===== src/rtl/imm_extend_buf.sv =====
// Immediate-extension unit feeding a 2-entry FIFO with valid/ready on both sides.
// Each accepted immediate is extended at push time according to its mode tag.
module imm_extend_buf #(
    parameter int IN_W  = 8,
    parameter int OUT_W = 16,
    parameter int SHIFT = 1
) (
    input  logic             clk,
    input  logic             rst_n,
    input  logic             flush,
    input  logic             in_valid,
    output logic             in_ready,
    input  logic [IN_W-1:0]  in_data,
    input  logic [1:0]       in_mode,
    output logic             out_valid,
    input  logic             out_ready,
    output logic [OUT_W-1:0] out_data,
    output logic [1:0]       out_mode
);

    localparam int EXT_W = OUT_W - IN_W;

    typedef enum logic [1:0] {
        MODE_SEXT     = 2'd0,
        MODE_ZEXT     = 2'd1,
        MODE_SEXT_SHL = 2'd2,
        MODE_UPPER    = 2'd3
    } mode_e;

    logic [OUT_W-1:0] mem_data [2];
    logic [1:0]       mem_mode [2];
    logic             head;
    logic             tail;
    logic [1:0]       count;
    logic [1:0]       count_next;
    logic             push;
    logic             pop;
    logic [OUT_W-1:0] sext_data;
    logic [OUT_W-1:0] ext_data;

    // NOTE: every combinational output gets a default first, so no path can infer a latch.
    always_comb begin
        sext_data = {{EXT_W{in_data[IN_W-1]}}, in_data};
        ext_data  = sext_data;
        case (mode_e'(in_mode))
            MODE_SEXT:     ext_data = sext_data;
            MODE_ZEXT:     ext_data = {{EXT_W{1'b0}}, in_data};
            // SHIFT never exceeds EXT_W, so only sign copies fall off the top.
            MODE_SEXT_SHL: ext_data = sext_data << SHIFT;
            MODE_UPPER:    ext_data = {in_data, {EXT_W{1'b0}}};
            default:       ext_data = sext_data;
        endcase
    end

    assign out_valid = (count != 2'd0);
    assign push      = in_valid && in_ready;
    assign pop       = out_valid && out_ready;

    always_comb begin
        count_next = count;
        case ({push, pop})
            2'b10:   count_next = count + 2'd1;
            2'b01:   count_next = count - 2'd1;
            default: count_next = count;
        endcase
    end

    // NOTE: sequential state uses non-blocking assignments only; the storage array is
    // reset as well so the head entry presents zero data straight out of reset.
    always_ff @(posedge clk or negedge rst_n) begin
        if (!rst_n) begin
            count    <= 2'd0;
            head     <= 1'b0;
            tail     <= 1'b0;
            in_ready <= 1'b1;
            for (int i = 0; i < 2; i++) begin
                mem_data[i] <= '0;
                mem_mode[i] <= '0;
            end
        end else if (flush) begin
            // Flush wins over a same-cycle push or pop; the offered item is dropped.
            count    <= 2'd0;
            head     <= 1'b0;
            tail     <= 1'b0;
            in_ready <= 1'b1;
        end else begin
            count    <= count_next;
            in_ready <= (count_next < 2'd2);
            if (push) begin
                mem_data[tail] <= ext_data;
                mem_mode[tail] <= in_mode;
                tail           <= ~tail;
            end
            if (pop) begin
                head <= ~head;
            end
        end
    end

    // Head entry comes straight from registers, so outputs move only on clock edges.
    assign out_data = mem_data[head];
    assign out_mode = mem_mode[head];

endmodule


===== config.mk =====
export PLATFORM = sky130hd
export DESIGN_NAME = imm_extend_buf
export DESIGN_NICKNAME = d
export VERILOG_FILES = /design/src/rtl/imm_extend_buf.sv
export SDC_FILE = /design/constraint.sdc
export NUM_CORES = 1
export LEC_CHECK = 0
export ABC_AREA = 1
export CELL_PAD_IN_SITES_DETAIL_PLACEMENT = 2
export CELL_PAD_IN_SITES_GLOBAL_PLACEMENT = 2
export CORE_MARGIN = 2
export CORE_UTILIZATION = 35
export CTS_CLUSTER_SIZE = 28
export DETAILED_ROUTE_END_ITERATION = 12
export DONT_BUFFER_PORTS = 1
export MAX_ROUTING_LAYER = met4
export PLACE_DENSITY = 0.77
export SETUP_SLACK_MARGIN = 0.05
export SLEW_MARGIN = 20
export SYNTH_ARGS = -nofsm -noshare
export SYNTH_HDL_FRONTEND = slang
export SYNTH_SLANG_ARGS = --single-unit

===== constraint.sdc =====
create_clock -name clk -period 1.9 [get_ports clk]
set_clock_uncertainty 0.1 [all_clocks]
set_input_delay 0.19 -clock clk [delete_from_list [all_inputs] [get_ports clk]]
set_output_delay 0.19 -clock clk [all_outputs]
set_load 0.01 [all_outputs]

# [Yosys cells after proc, flatten, opt, wreduce, memory -nomap -nowiden]
# Cells that the tools add are included.
[totals] word_cells=52 reg_bits=41 out_inout_bits=20
[classes] eq_ne=5 mux=20 bitwise_logic=5 reduce_logical=8 add_sub_neg=2 n_lt_le_gt_ge=4
[op_table] cell="two-way mux 16 bit" n=4
[op_table] cell="one-hot mux 16 bit (4 select lines)" n=1
[op_table] cell="bitwise mux 32 bit" n=1
[op_table] cell="demux 16 bit (select 1 bit)" n=1
[op_table] cell="two-way mux 2 bit" n=5
[op_table] cell="== test 2 bit (second input constant)" n=3
[op_table] cell="nonzero test 2 bit" n=3
[op_table] cell="two-way mux 1 bit" n=5
[op_table] cell="bitwise mux 4 bit" n=1
[op_table] cell="== test 2 x 1 -> 1 bit (second input constant)" n=2
[op_table] cell="greater-or-equal comparator 2 bit (second input constant)" n=2
[op_table] cell="inverter 1 -> 2 bit" n=2
[op_table] cell="one-hot mux 2 bit (2 select lines)" n=1
[op_table] cell="logical AND 1 bit" n=3
[op_table] cell="inverter 1 bit" n=3
[op_table] cell="adder 2 x 1 -> 2 bit (second input constant)" n=1
[op_table] cell="demux 2 bit (select 1 bit)" n=1
[op_table] cell="zero test 2 bit" n=1
[op_table] cell="less-than comparator 2 x 1 -> 1 bit (second input constant)" n=1
[op_table] cell="less-than comparator 2 bit (second input constant)" n=1
[op_table] cell="AND reduction 2 bit" n=1
[op_table] cell="subtractor 2 x 1 -> 2 bit (second input constant)" n=1

# [Longest topological paths before layout]
[depth] word_depth=6 depth_mapped=10 ltp_nobuf=10

# [Worst setup path after synthesis]
# Ideal clock, no wire load.
[synth_path] kind="reg2reg" startpoint="register count[0]" endpoint="register in_ready" t_required_ns=1.714 slack_ns=0.430 arrival_ns=1.284 path_stages_with_launch=10 setup_time_ns=0.086 cell_sequence="dfrtp_1 > inv_1 > nand2_1 > nand2_1 > inv_1 > ha_1 > nand2_1 > nand2_1 > o21ai_0 > nand3_1"
[synth_via] elab_chain_len=6 word_cells_on_any_way=9 classes_between="2 x add/sub; 1 x order compare; 2 x eq/ne; 2 x mux; 2 x reduce/logical"
[synth_lines] item="start, declared" line_no="34" text="logic [1:0] count;"
[synth_lines] item="start signal, assigned" line_no="87" text="count <= count_next;"
[synth_lines] item="nonzero test 2 bit *" line_no="55" text="assign out_valid = (count != 2'd0);"
[synth_lines] item="named net out_valid" line_no="15" text="output logic out_valid,"
[synth_lines] item="logical AND 1 bit *" line_no="57" text="assign pop = out_valid && out_ready;"
[synth_lines] item="== test 2 x 1 -> 1 bit or == test 2 bit (tied branches)" line_no="61" text="case ({push, pop})"
[synth_lines] item="one-hot mux 2 bit (2 select lines) *" line_no="61"
[synth_lines] item="less-than comparator 2 bit *" line_no="88" text="in_ready <= (count_next < 2'd2);"
[synth_lines] item="two-way mux 1 bit *" line_no="80" text="end else if (flush) begin"
[synth_lines] item="end signal, assigned" line_no="88"
[synth_lines] item="end, declared" line_no="12" text="output logic in_ready,"
# The timed path passes the listed nets; every way through them passes the cells marked *.
# A chain may end at the register's enable or synchronous reset.

# [Worst setup path in the final report]
[layout_path] startpoint="register count[0]" endpoint="register count[0]"
[layout_via] elab_chain_len=5 word_cells_on_any_way=8 classes_between="2 x add/sub; 2 x eq/ne; 2 x mux; 2 x reduce/logical"
[layout_lines] item="nonzero test 2 bit *" line_no="55"
[layout_lines] item="named net out_valid" line_no="15"
[layout_lines] item="logical AND 1 bit *" line_no="57"
[layout_lines] item="== test 2 x 1 -> 1 bit or == test 2 bit (tied branches)" line_no="61"
[layout_lines] item="one-hot mux 2 bit (2 select lines) *" line_no="61"
[layout_lines] item="two-way mux 2 bit *" line_no="80"
# Marked as above.

==> results.py <==
metrics = {
    "run_status": {
        "status": "finished clean",
    },
    "synth": {
        "synth_sequential_area_ratio": 0.477,
        "post_synth_inst_count": 288,
        "mappedNetlistNets": 305,
        "yosys.cell_types.count": 26,
        "netlist_area_um2": 2150,
        "postSynthAreaPerCell_um2": 7.47,
        "synthesis.yosys.warnings": 0,
        "synth.ff_latch_count": 41,
    },
    "power_and_ir_drop": {
        "powerDensity_nw_per_um2": 1330,
        "report.power.total_mw": 3.11,
        "irDropWorstVdd_mv": 0.386,
        "p_seq_frac": 0.462,
        "p_switching_mw": 1.22,
        "clockPowerShare": 0.207,
        "cellInternalPower_mw": 1.89,
        "share_comb_of_total_power": 0.331,
        "reported_leakage_power_nw": 1.28,
        "netSwitchingFraction": 0.393,
    },
    "layout": {
        "layout_commonest_cell": "nand2_1",
        "drive_gt1_frac": 0.0993,
        "instances_no_fill": 367,
        "area_growth_pct": 8.43,
        "layout.cells.most_common_list": "159 x nand2_1, 40 x dfrtp_1, 22 x nand3_1",
        "core_occupancy_in_the_finished_layout": 0.394,
        "n_antenna_cell": 0,
        "fin_area_um2": 2330,
        "layout.nets": 308,
    },
    "floorplanning": {
        "floorplan.die.width_um": 82.4,
        "die_height_um": 82.4,
        "io-pin-count": 35,
        "start_util": 0.363,
        "coreArea_um2": 5920,
        "core.rowCount": 28,
        "dieArea_um2": 6790,
    },
    "sta": {
        "slew_headroom": 0.736,
        "worst-slew-pin-transition_ns": 0.396,
        "rsz0062_at_grt": "no",
        "maxSlewViolCount": 0,
        "setup_ws_ns": 0.250,
        "period_needed_ns": 1.65,
        "fin_crit_sh": 0.868,
        "setup_tns_ns": 0,
        "timing.fmax_mhz": 606,
        "hold_slack_ns": 0.0114,
        "report.final.hold_viol_count": 0,
        "finalSetupViolCount": 0,
    },
    "critical_path": {
        "critPathCaptureType": "flip-flop",
        "reg2reg_to": "count[0]$_DFFE_PN0P_",
        "timing.reg2reg.worst_path_depth": 7,
        "required_ns": 1.97,
        "cp_slowest_stage_delay_ns": 0.42,
        "cp-start-kind": "flip-flop",
        "cp_max_fo": 4,
        "crit-reg2reg-launch": "count[0]$_DFFE_PN0P_",
        "worst-r2r-setup-slack_ns": 0.25,
        "worst-setup-path-type": "flip-flop to flip-flop",
        "slowest_stage_cell_crit_path": "dfrtp_1",
        "critical_path.cell_chain": "inv_1, nand2_1, nand2_1, inv_1, ha_1, nor3_1, o21ai_0",
        "timing.critical_path.max_delay_family": "simple AND/OR/NAND/NOR gates",
        "critPathBufInv": 2,
        "critical_path_arrival_ns": 1.72,
    },
    "clock_network": {
        "clk_pin_slew_ns": 0.08,
        "cts_tree": "yes",
        "numCtsBuffers": 5,
        "clock_tree.htree_level_count": 2,
        "worst_skew_pair_latency_ns": 0.29,
        "postCtsSetupBuffers": 0,
        "tritoncts_sink_count": 41,
        "ctsRootBufferMaster": "clkbuf_8",
        "cts_max_path_buffers": 2,
    },
    "global_route": {
        "grt_pass1_vias": 1979,
        "grt_pass1_wl_um": 9720,
        "groute.usage.overall": 0.197,
        "grt-ovfl-total": 0,
        "grt_max_degree": 42,
        "antenna_found_initial": 0,
    },
    "place": {
        "gpl.final_weighted_congestion": 0.715,
        "placed_cell_area_um2": 2160,
        "dpl.hpwl_um": 3990,
        "port_buffers": 0,
        "pre_cts_ws_ns": 0.255,
        "dp_cells": 354,
    },
    "route": {
        "metal3_wl_um": 281,
        "wl_met2_um": 2750,
        "avgRoutedWirePerCell_um": 15.8,
        "route.layer.met1.wl_um": 2700,
        "count_of_vias_placed_by_the_detailed_router": 1824,
        "drt-initial-drc-count": 46,
        "final_antenna_net_count": 0,
        "post_drt_via_cell_ratio": 4.97,
        "post-route-drc-count": 0,
        "routed.top_layer": "met4",
        "number_of_search_and_repair_iterations_in_the_first_detailed_routing_pass": 4,
        "wl_um": 5790,
    },
    "hold_path": {
        "holdCritPathClass": "primary input to flip-flop",
        "worstHoldEndpoint": "count[0]$_DFFE_PN0P_",
        "holdCritStartpoint": "flush",
        "timing.hold.worst_path_depth": 3,
    },
    "run": {
        "timing.max_cap.violations": 0,
    },
}
Yosys cell counts (all sizes together):
cell type  instances  area, um2
nand4              1       6.26
ha                 2       25.0
nor2               9       52.6
dfrtp             40       1000
dfstp              1       26.3
inv               15       61.3
nand3             23        120
nor3               1       5.00
nand2            165        649
o21ai             16       80.1
clkbuf             2       7.51
buf               10        100
clkinv             2       12.5
a21oi              1       5.00
worst register-to-register path: stages, from the launching register on:
cell and delay [ns]:
dfrtp_1 0.42, inv_1 0.10, nand2_1 0.12, nand2_1 0.13, inv_1 0.07, ha_1 0.24, nor3_1 0.23, o21ai_0 0.12
sequential cells by signal, indices dropped and copies added (netlist names):
register,count
tail,1
head,1
mem_data,32
count,2
in_ready,1
mem_mode,4
layout make-up:
type	instances	area, um2
Tap cell	75	93.8
Multi-Input combinational cell	218	943
Fill cell	706	3590
Clock inverter	1	5.00
Timing Repair Buffer	8	90.1
Sequential cell	41	1030
Clock buffer	7	96.3
Inverter	17	77.6
metal layers:
layer  global-route usage  vias up
li1                     -      887
met1                0.249      903
met2                0.316       28
met3               0.0533        6
met4               0.0450        0
met5                    -        -
worst max-delay path by stage:
stage                                    start                    to  slack (ns)  cells after the start
after global placement    count[0]$_DFFE_PN0P_    in_ready$_DFF_PN1_        0.31                      9
final                     count[0]$_DFFE_PN0P_  count[0]$_DFFE_PN0P_        0.25                      7
after global routing      count[0]$_DFFE_PN0P_    count[1]$_DFF_PN0_        0.09                     10
after floorplan           count[0]$_DFFE_PN0P_    in_ready$_DFF_PN1_        0.43                      9
after CTS                     head$_DFFE_PN0P_           out_data[7]        0.05                      3
after detailed placement  count[0]$_DFFE_PN0P_  count[0]$_DFFE_PN0P_        0.25                      7
timing repair:
action | in CTS | in global routing
hold buffers | 5 | 0
endpoints found under the hold margin | 47 | 0
setup endpoints to repair | 0 | 17
resized for setup | 0 | 2
cells by family (layout without fill, tap and decap cells):
group,Yosys count,in the layout,share of synthesized area
buffers and inverters,29,33,0.0843
adder cells (fa/ha/maj),2,2,0.0116
AO/OA/AOI/OAI,17,17,0.0395
AND/OR/NAND/NOR,199,199,0.387
flip-flops,41,41,0.477
power groups by stage:
stage                     Clock (mW)  Combinational, mW  Sequential (mW)
after global routing           0.699               1.23             1.49
after global placement             0              0.979             1.44
after CTS                      0.663               1.06             1.44
after floorplan                    0              0.841             1.40
final                          0.642               1.03             1.44
after detailed placement           0               1.02             1.45
(Power assumes the default switching activity.)
